File: config.mk
export PLATFORM = sky130hd
export DESIGN_NAME = store_load_buffer
export DESIGN_NICKNAME = d
export VERILOG_FILES = /design/src/rtl/store_load_buffer.sv
export SDC_FILE = /design/constraint.sdc
export NUM_CORES = 1
export LEC_CHECK = 0
export CAP_MARGIN = 10
export CORE_MARGIN = 5
export CORE_UTILIZATION = 24
export DETAILED_ROUTE_END_ITERATION = 6
export HOLD_SLACK_MARGIN = 0.08
export SLEW_MARGIN = 5
export SYNTH_ARGS = -nofsm -noshare
export SYNTH_HDL_FRONTEND = slang
export SYNTH_SLANG_ARGS = --single-unit
File: constraint.sdc
create_clock -name clk -period 9.6 [get_ports clk]
set_input_delay 1.44 -clock clk [delete_from_list [all_inputs] [get_ports clk]]
set_output_delay 1.44 -clock clk [all_outputs]
set_load 0.01 [all_outputs]
File: src/rtl/store_load_buffer.sv
// -----------------------------------------------------------------------------
// store_load_buffer
//   In-order store buffer between the MEM stage and the data-cache port.
//   Stores retire from MEM in one cycle into a circular FIFO and drain to the
//   cache one at a time, oldest first. Younger loads to the same word get the
//   buffered data forwarded. A load the buffer can only partly supply is
//   flagged as a conflict so MEM stalls until the buffer drains.
//
//   Optional feature (macro STB_COALESCE_EN): a store to the same word as the
//   youngest entry merges into that entry instead of allocating a new one.
//
// Ports
//   clk, rst                    clock, synchronous active-high reset
//   st_valid/addr/data/mbe      store request from MEM
//   st_ready                    buffer can take a store (0 = stall MEM)
//   ld_valid/addr/mbe           load lookup from MEM
//   ld_hit, ld_data             all requested bytes forwarded, forwarded word
//   ld_conflict                 partial overlap, MEM must stall
//   dmem_busy                   load path owns the cache port this cycle
//   dmem_write/address/wdata/mbe write request built from the head entry
//   dmem_resp                   cache completed the current write
//   empty                       nothing buffered and no write in flight
// -----------------------------------------------------------------------------
module store_load_buffer #(
  parameter  int DEPTH = 4,
  localparam int PTR_W = $clog2(DEPTH)
) (
  input  logic        clk,
  input  logic        rst,
  input  logic        st_valid,
  input  logic [31:0] st_addr,
  input  logic [31:0] st_data,
  input  logic [3:0]  st_mbe,
  output logic        st_ready,
  input  logic        ld_valid,
  input  logic [31:0] ld_addr,
  input  logic [3:0]  ld_mbe,
  output logic        ld_hit,
  output logic [31:0] ld_data,
  output logic        ld_conflict,
  input  logic        dmem_busy,
  output logic        dmem_write,
  output logic [31:0] dmem_address,
  output logic [31:0] dmem_wdata,
  output logic [3:0]  dmem_mbe,
  input  logic        dmem_resp,
  output logic        empty
);

  localparam logic [PTR_W:0]   CNT_ZERO = (PTR_W+1)'(0);
  localparam logic [PTR_W:0]   CNT_ONE  = (PTR_W+1)'(1);
  localparam logic [PTR_W:0]   CNT_FULL = (PTR_W+1)'(DEPTH);
  localparam logic [PTR_W-1:0] PTR_ONE  = PTR_W'(1);

  typedef enum logic {ST_IDLE = 1'b0, ST_WRITE = 1'b1} state_t;

  logic [29:0]      addr_r [DEPTH];
  logic [31:0]      data_r [DEPTH];
  logic [3:0]       mbe_r  [DEPTH];
  logic [PTR_W-1:0] head_r, tail_r;
  logic [PTR_W:0]   count_r, count_next_s;
  state_t           state_r, state_next_s;

  logic [PTR_W-1:0] young_idx_s;
  logic             merge_possible_s;
  logic             push_s, merge_s, pop_s;
  logic             found_s;
  logic [PTR_W-1:0] sel_idx_s;
  logic [3:0]       sel_cover_s;
  logic             unused_addr_lsb_s;

  // Byte offsets are irrelevant: everything works on whole words.
  assign unused_addr_lsb_s = ^{st_addr[1:0], ld_addr[1:0]};

  assign young_idx_s = tail_r - PTR_ONE;

`ifdef STB_COALESCE_EN
  // Merge into the youngest entry unless it is the head already being written.
  assign merge_possible_s = (count_r != CNT_ZERO) &&
                            (addr_r[young_idx_s] == st_addr[31:2]) &&
                            !((young_idx_s == head_r) && (state_r == ST_WRITE));
  assign st_ready = (count_r != CNT_FULL) | merge_possible_s;
`else
  assign merge_possible_s = 1'b0;
  assign st_ready = (count_r != CNT_FULL);
`endif

  assign merge_s = st_valid & st_ready & merge_possible_s;
  assign push_s  = st_valid & st_ready & ~merge_possible_s;
  assign pop_s   = (state_r == ST_WRITE) & dmem_resp;

  assign dmem_write   = (state_r == ST_WRITE);
  assign dmem_address = {addr_r[head_r], 2'b00};
  assign dmem_wdata   = data_r[head_r];
  assign dmem_mbe     = mbe_r[head_r];
  assign empty        = (count_r == CNT_ZERO) && (state_r == ST_IDLE);

  // Occupancy after this cycle's push and pop.
  always_comb begin
    count_next_s = count_r;
    case ({push_s, pop_s})
      2'b10:   count_next_s = count_r + CNT_ONE;
      2'b01:   count_next_s = count_r - CNT_ONE;
      default: count_next_s = count_r;
    endcase
  end

  // Drain FSM next state; a started write is never aborted by dmem_busy.
  always_comb begin
    state_next_s = state_r;
    case (state_r)
      ST_IDLE: begin
        if ((count_r != CNT_ZERO) && !dmem_busy) state_next_s = ST_WRITE;
        else                                     state_next_s = ST_IDLE;
      end
      ST_WRITE: begin
        if (dmem_resp) begin
          if ((count_next_s != CNT_ZERO) && !dmem_busy) state_next_s = ST_WRITE;
          else                                          state_next_s = ST_IDLE;
        end else begin
          state_next_s = ST_WRITE;
        end
      end
      default: state_next_s = ST_IDLE;
    endcase
  end

  // Control state: pointers, occupancy and drain FSM.
  always_ff @(posedge clk) begin
    if (rst) begin
      head_r  <= '0;
      tail_r  <= '0;
      count_r <= CNT_ZERO;
      state_r <= ST_IDLE;
    end else begin
      if (push_s) tail_r <= tail_r + PTR_ONE;
      if (pop_s)  head_r <= head_r + PTR_ONE;
      count_r <= count_next_s;
      state_r <= state_next_s;
    end
  end

  // Entry storage: allocate at the tail or merge bytes into the youngest entry.
  always_ff @(posedge clk) begin
    if (push_s) begin
      addr_r[tail_r] <= st_addr[31:2];
      data_r[tail_r] <= st_data;
      mbe_r[tail_r]  <= st_mbe;
    end else if (merge_s) begin
      for (int b = 0; b < 4; b++) begin
        if (st_mbe[b]) data_r[young_idx_s][8*b +: 8] <= st_data[8*b +: 8];
      end
      mbe_r[young_idx_s] <= mbe_r[young_idx_s] | st_mbe;
    end
  end

  // Load lookup: first overlapping entry scanning from youngest to oldest.
  always_comb begin : lookup
    logic [PTR_W-1:0] idx_v;
    found_s   = 1'b0;
    sel_idx_s = '0;
    idx_v     = '0;
    for (int k = 0; k < DEPTH; k++) begin
      idx_v = tail_r - PTR_W'(k + 1);
      if (!found_s && ((PTR_W+1)'(k) < count_r) &&
          (addr_r[idx_v] == ld_addr[31:2]) &&
          ((mbe_r[idx_v] & ld_mbe) != 4'b0000)) begin
        found_s   = 1'b1;
        sel_idx_s = idx_v;
      end else begin
        sel_idx_s = sel_idx_s;
      end
    end
  end

  assign sel_cover_s = mbe_r[sel_idx_s] & ld_mbe;
  assign ld_data     = data_r[sel_idx_s];
  assign ld_hit      = ld_valid & found_s & (sel_cover_s == ld_mbe);
  assign ld_conflict = ld_valid & found_s & (sel_cover_s != ld_mbe);

endmodule

==> results of run 1 <==
==> layer usage <==
layer | part of all wire | track usage | vias to the layer above
li1 | - | - | 4971
met4 | 0.026 | 0.0392 | 12
met3 | 0.088 | 0.0472 | 84
met1 | 0.41 | 0.175 | 5693
met5 | 0.0011 | 0 | -
met2 | 0.48 | 0.230 | 419
==> sequential cells by signal (all words and copies together), names as in the netlist, named ones only <==
register / count
tail_r: 2
data_r: 128
count_r: 3
head_r: 2
dmem_write: 1
addr_r: 120
mbe_r: 16
==> synthesized netlist by cell type, types with 3 or more instances <==
cell       number
o21ai_0        20
nor2_1         65
o22ai_1        14
a211oi_1        5
a22oi_1         9
nor2b_1         3
and2_1          8
dfxtp_1        12
nor4_1          3
o221ai_1        3
ha_1           10
xnor2_1        97
buf_1          15
buf_2           9
a2111oi_0       4
buf_6          13
clkbuf_1       48
nor4b_1         3
buf_12          4
o2111ai_1       3
a221oi_1        4
a31oi_1         6
mux2i_1       104
nand2_1        25
mux2_2         15
inv_1          19
mux2_1         25
mux4_2        154
a2bb2oi_1       4
nor3_1         24
edfxtp_1      264
nand4_1        20
xor2_1         11
buf_4           5
o2bb2ai_1       4
nand3_1         8
a21oi_1        52
and3_1          7
==> cell families after synthesis <==
kind of cell,Yosys count
other,1
and+or+nand+nor,181
adders and majority gates,10
xor gates and xnor gates,108
muxes,300
AOI/OAI and AO/OA,153
buffers and inverters,115
DFF,276
==> critical path, stage by stage, from the launching register on <==
cell,delay (ns)
dfxtp_4,0.35
inv_1,0.04
buf_4,0.18
ha_2,0.80
buf_4,0.33
mux4_2,0.33
xnor2_1,0.19
nand4_1,0.17
a2111oi_0,0.80
and2_2,0.36
o211ai_2,0.20
nand3_1,0.18
a21boi_4,0.30
buf_12,0.38
mux2_1,0.37
nor2_1,0.11
a21oi_1,0.06
clkdlybuf4s50_1,0.52
==> per-stage QoR <==
step,cells,util,hold WS [ns],setup slack (ns),power (mW)
2_1_floorplan,1145,-,0.485,3.58,1.92
3_3_place_gp,2216,0.283,0.505,2.03,2.20
3_5_place_dp,2216,0.283,0.529,2.00,2.21
4_1_cts,2280,0.301,0.544,1.87,3.69
5_1_grt,2280,0.301,0.575,1.61,3.79
6_report,2285,0.302,0.535,1.83,3.64
==> worst max path at each step <==
stage,start,end,slack (ns)
6_report,tail_r[0],ld_data[21],1.83
5_1_grt,tail_r[0],ld_conflict,1.61
4_1_cts,tail_r[0],ld_data[21],1.87
3_5_place_dp,ld_addr[7],ld_data[21],2.00
3_3_place_gp,ld_addr[22],ld_data[2],2.03
2_1_floorplan,tail_r[0],ld_data[26],3.58
==> where the power goes <==
part / internal (mW) / leakage (nW) / switching (mW)
combinational: 0.372 / 3.34 / 0.379
clock: 0.925 / 0.628 / 0.531
sequential: 1.38 / 2.52 / 0.0488
total: 2.68 / 6.50 / 0.959
==> cell type report <==
type / instances / area (um^2)
Tap cell: 940 / 1180
Timing Repair Buffer: 226 / 2250
Fill cell: 6966 / 48700
Multi-Input combinational cell: 754 / 8050
Antenna cell: 5 / 12.5
Sequential cell: 276 / 8180
Clock buffer: 42 / 986
Clock inverter: 22 / 304
Inverter: 20 / 75.1
==> reports/metrics.cfg, run 1 <==
[outcome]
status = completed

[yosys]
synth_async_sr_flop_share = 0
synth_seq_cells = 276
netlist_instances = 1144
synthXorXnorAreaFrac = 0.0562
synth_adder_area_share = 0.00743
synth-edff-count = 264
seq_area_frac_synth = 0.485
synth_top_cell_by_area = edfxtp_1
netlist_area_um2 = 16800
muxShareOfSynthArea = 0.296
ys_types = 75
synth_top_family_by_area = multiplexers
synth_area_leaders = edfxtp_1 47%, mux4_2 21%, mux2i_1 6.2%
syn_avg_cell_area_um2 = 14.7
synth-compound-area-share = 0.0613
ys_warn_count = 0
synth_flop_cell = edfxtp_1
synthSimpleGateAreaFrac = 0.0554
yosys.area.top_type_share = 0.471

[clock_network]
clk_latency_ns = 0.56
numCtsBuffers = 36
cts_tree = done
cts_htree_levels = 2
clock_path_buffers = 3
hold_buffers = 0
post_cts_buffers = 0
clock-sinks = 276
cts_root_buf = clkbuf_16
clkSlewWorstSetupHoldPaths_ns = 0.05
cts_resized = 0

[hold_path]
whs_path_depth = 2
hold_end = head_r[1]
hp-start = head_r[1]
hold_path.class = reg -> reg

[sta]
slew_headroom = 0.255
finalCriticalPeriod_ns = 7.77
maxSlewViolCount = 0
fin_crit_sh = 0.809
skew_ns = 0.0360
final-setup-viol-count = 0
fin_setup_tns_ns = 0
fmax_ghz = 0.129
final_hold_viol_count = 0
worstMarginPinSlew_ns = 1.12
rsz0062_at_grt = no

[floorplan]
placementRows = 97
io_pins = 215
fp.coreArea_um2 = 69800
die_w_um = 275
die_area_um2 = 75500
start_util = 0.241
fp.dieH_um = 275

[detailed_routing]
finalWirelength_um = 53800
firstDrtPassIters = 5
routed_via_density = 4.89
wl_per_cell_um = 23.5
drtAntennaViolNets = 0
vias = 11200
first_iter_violations = 913
drc = 0

[global_route]
grt_pass1_wl_um = 78800
grt_max_degree = 135
overflow = 0
grt_pass1_vias = 11600
track_usage = 0.139
antenna_found_initial = 11

[worst_setup_path]
crit_fanout = 64
end_kind = output port
crit_type = reg -> out
worstPathArrival_ns = 6.33
start_kind = flop
rrSetupSlack_ns = 6.70
rr_endpoint = data_r[1][27]
rr_startpoint = tail_r[0]
r2r_cells = 4
required_ns = 8.16

[layout]
fin_nets = 1434
layout_commonest_cell = edfxtp_1
area_delta_synth_final_pct = 25.0
design_area_um2 = 21000
final_cell_mix = 264 x edfxtp_1, 208 x clkdlybuf4s50_1, 154 x mux4_2
drive_above_1_share = 0.202

[power]
peakVddDrop_mv = 0.140
power.density_nw_per_um2 = 173
leakagePower_nw = 6.50

[placement]
placed_area_um2 = 19700
hpwl_um = 38200
numPortBuffers = 208
gp_congestion = 0.895

[run]
maxCapViolations = 0

Note: power is estimated with default switching activity, not from simulation.
==> run 2: changes to the inputs <==
==> constraint.sdc (replaced) <==
create_clock -name clk -period 7.8 [get_ports clk]
set_input_delay 1.17 -clock clk [delete_from_list [all_inputs] [get_ports clk]]
set_output_delay 1.17 -clock clk [all_outputs]
set_load 0.01 [all_outputs]
==> reports/metrics.cfg, run 2 (synthesized netlist as in run 1, its figures left out) <==
[detailed_routing]
vias = 11200
firstDrtPassIters = 5
first_iter_violations = 938
drtAntennaViolNets = 0
routed_via_density = 4.91
drc = 0
wl_per_cell_um = 23.9
finalWirelength_um = 54400

[sta]
maxSlewViolCount = 0
hold_ws_ns = 0.535
fmax_ghz = 0.139
final-setup-viol-count = 0
fin_crit_sh = 0.925
final_hold_viol_count = 0
fin_setup_tns_ns = 0
slew_headroom = 0.295
worstMarginPinSlew_ns = 1.06
skew_ns = 0.0129
rsz0062_at_grt = no
finalCriticalPeriod_ns = 7.21

[layout]
fill_cells = 6972
fin_cells = 2281
area_delta_synth_final_pct = 23.7
drive_above_1_share = 0.197
largest-register = data_r
final_cell_mix = 264 x edfxtp_1, 208 x clkdlybuf4s50_1, 154 x mux4_2
layout_commonest_cell = edfxtp_1
reg_top3 = data_r: 128 flops, addr_r: 120 flops, mbe_r: 16 flops
fin_nets = 1434
largest_reg_flops = 128

[power]
leakagePower_nw = 6.39
pwr-share-clk = 0.356
comb_power_share = 0.224
sw_frac_of_total = 0.275
peakVddDrop_mv = 0.160
power.density_nw_per_um2 = 201
power_switching_mw = 1.15
p_int_mw = 3.03
seqPwrFrac = 0.420

[clock_network]
clock-sinks = 276
cts_tree = done
clkSlewWorstSetupHoldPaths_ns = 0.05
hold_buffers = 0
clock_path_buffers = 3
cts_root_buf = clkbuf_16
cts_htree_levels = 2
post_cts_buffers = 0
numCtsBuffers = 34
clk_latency_ns = 0.54

[placement]
placed_cells = 2218
gp_congestion = 0.886
hpwl_um = 37700
numPortBuffers = 208

[floorplan]
die_area_um2 = 75500
fp.coreArea_um2 = 69800
placementRows = 97
io_pins = 215
fp.dieH_um = 275
start_util = 0.241
die_w_um = 275

[hold_path]
hp-start = head_r[0]
hold_path.class = reg -> reg
whs_path_depth = 2

[worst_setup_path]
end_kind = output port
crit_start = tail_r[0]
crit_fanout = 134
rr_startpoint = tail_r[0]
crit_type = reg -> out
worstPathArrival_ns = 6.04
required_ns = 6.63
r2r_cells = 4
start_kind = flop

[global_route]
grt_max_degree = 135
overflow = 0
grt_pass1_vias = 11700
grt_pass1_wl_um = 78700
antenna_found_initial = 9
track_usage = 0.140

[run]
maxCapViolations = 0

[outcome]
status = completed

-- run 2: changes by cell type in the layout (fill, tap and decap cells not counted), sizes merged --
cell,change
clkinv,-1
bufinv,-5
clkbuf,+2
diode,-1
clkinvlp,-1
buf,+2
-- run 2: repair_timing --
action,4_1_cts,5_1_grt
endpoints found under the hold margin,0,0
resized for setup,0,1
endpoints found under the setup margin,0,4
-- run 2: area by class of cell --
class / count / area (um^2) / share of cell area
Antenna cell: 4 / 10.0 / 0.000481
Clock buffer: 44 / 888 / 0.0427
Clock inverter: 15 / 139 / 0.00667
Inverter: 20 / 75.1 / 0.00361
Multi-Input combinational cell: 754 / 8060 / 0.387
Sequential cell: 276 / 8180 / 0.393
Tap cell: 940 / 1180 / 0.0565
Timing Repair Buffer: 228 / 2280 / 0.110
-- run 2: worst max-delay path: stages (launching register included) --
cell and delay (ns):
dfxtp_4 0.35, buf_12 0.62, mux2i_1 0.39, a221oi_1 0.40, a21oi_1 0.08, or4_4 0.54, nor4_4 0.51, nand3_2 0.42
nand3_1 0.24, a21boi_4 0.31, buf_12 0.35, mux2_1 0.37, nor2_1 0.09, a21oi_1 0.06, clkdlybuf4s50_1 0.52
-- run 2: metal layers --
metal / vias to the layer above / track usage / wire (um)
li1: 4947 / - / -
met1: 5768 / 0.171 / 21900
met2: 394 / 0.232 / 26000
met3: 90 / 0.0506 / 4720
met4: 12 / 0.0420 / 1640
met5: - / 0 / 80
-- run 2: stage by stage --
stage                     instance area [um^2]  worst slack, ns  power [mW]  utilization
after global routing                     20800            0.178        4.37        0.298
after floorplan                          16800             2.05        2.36            -
after CTS                                20800            0.375        4.24        0.298
after detailed placement                 19800            0.900        2.72        0.283
after global placement                   19800            0.885        2.72        0.283
final                                    20800            0.588        4.18        0.298
-- run 2: worst paths after layout --
kind	slack, ns	end
min reg2reg	0.54	head_r[0]
max	0.59	ld_data[26]
min	0.54	head_r[0]
max reg2reg	4.82	addr_r[1][20]
-- run 2: power groups by stage --
stage / Combinational (mW) / Sequential, mW / Clock (mW)
after floorplan: 0.602 / 1.76 / 0
after global placement: 0.935 / 1.78 / 0
after detailed placement: 0.934 / 1.79 / 0
after CTS: 0.942 / 1.76 / 1.54
after global routing: 1.00 / 1.76 / 1.60
final: 0.937 / 1.76 / 1.49
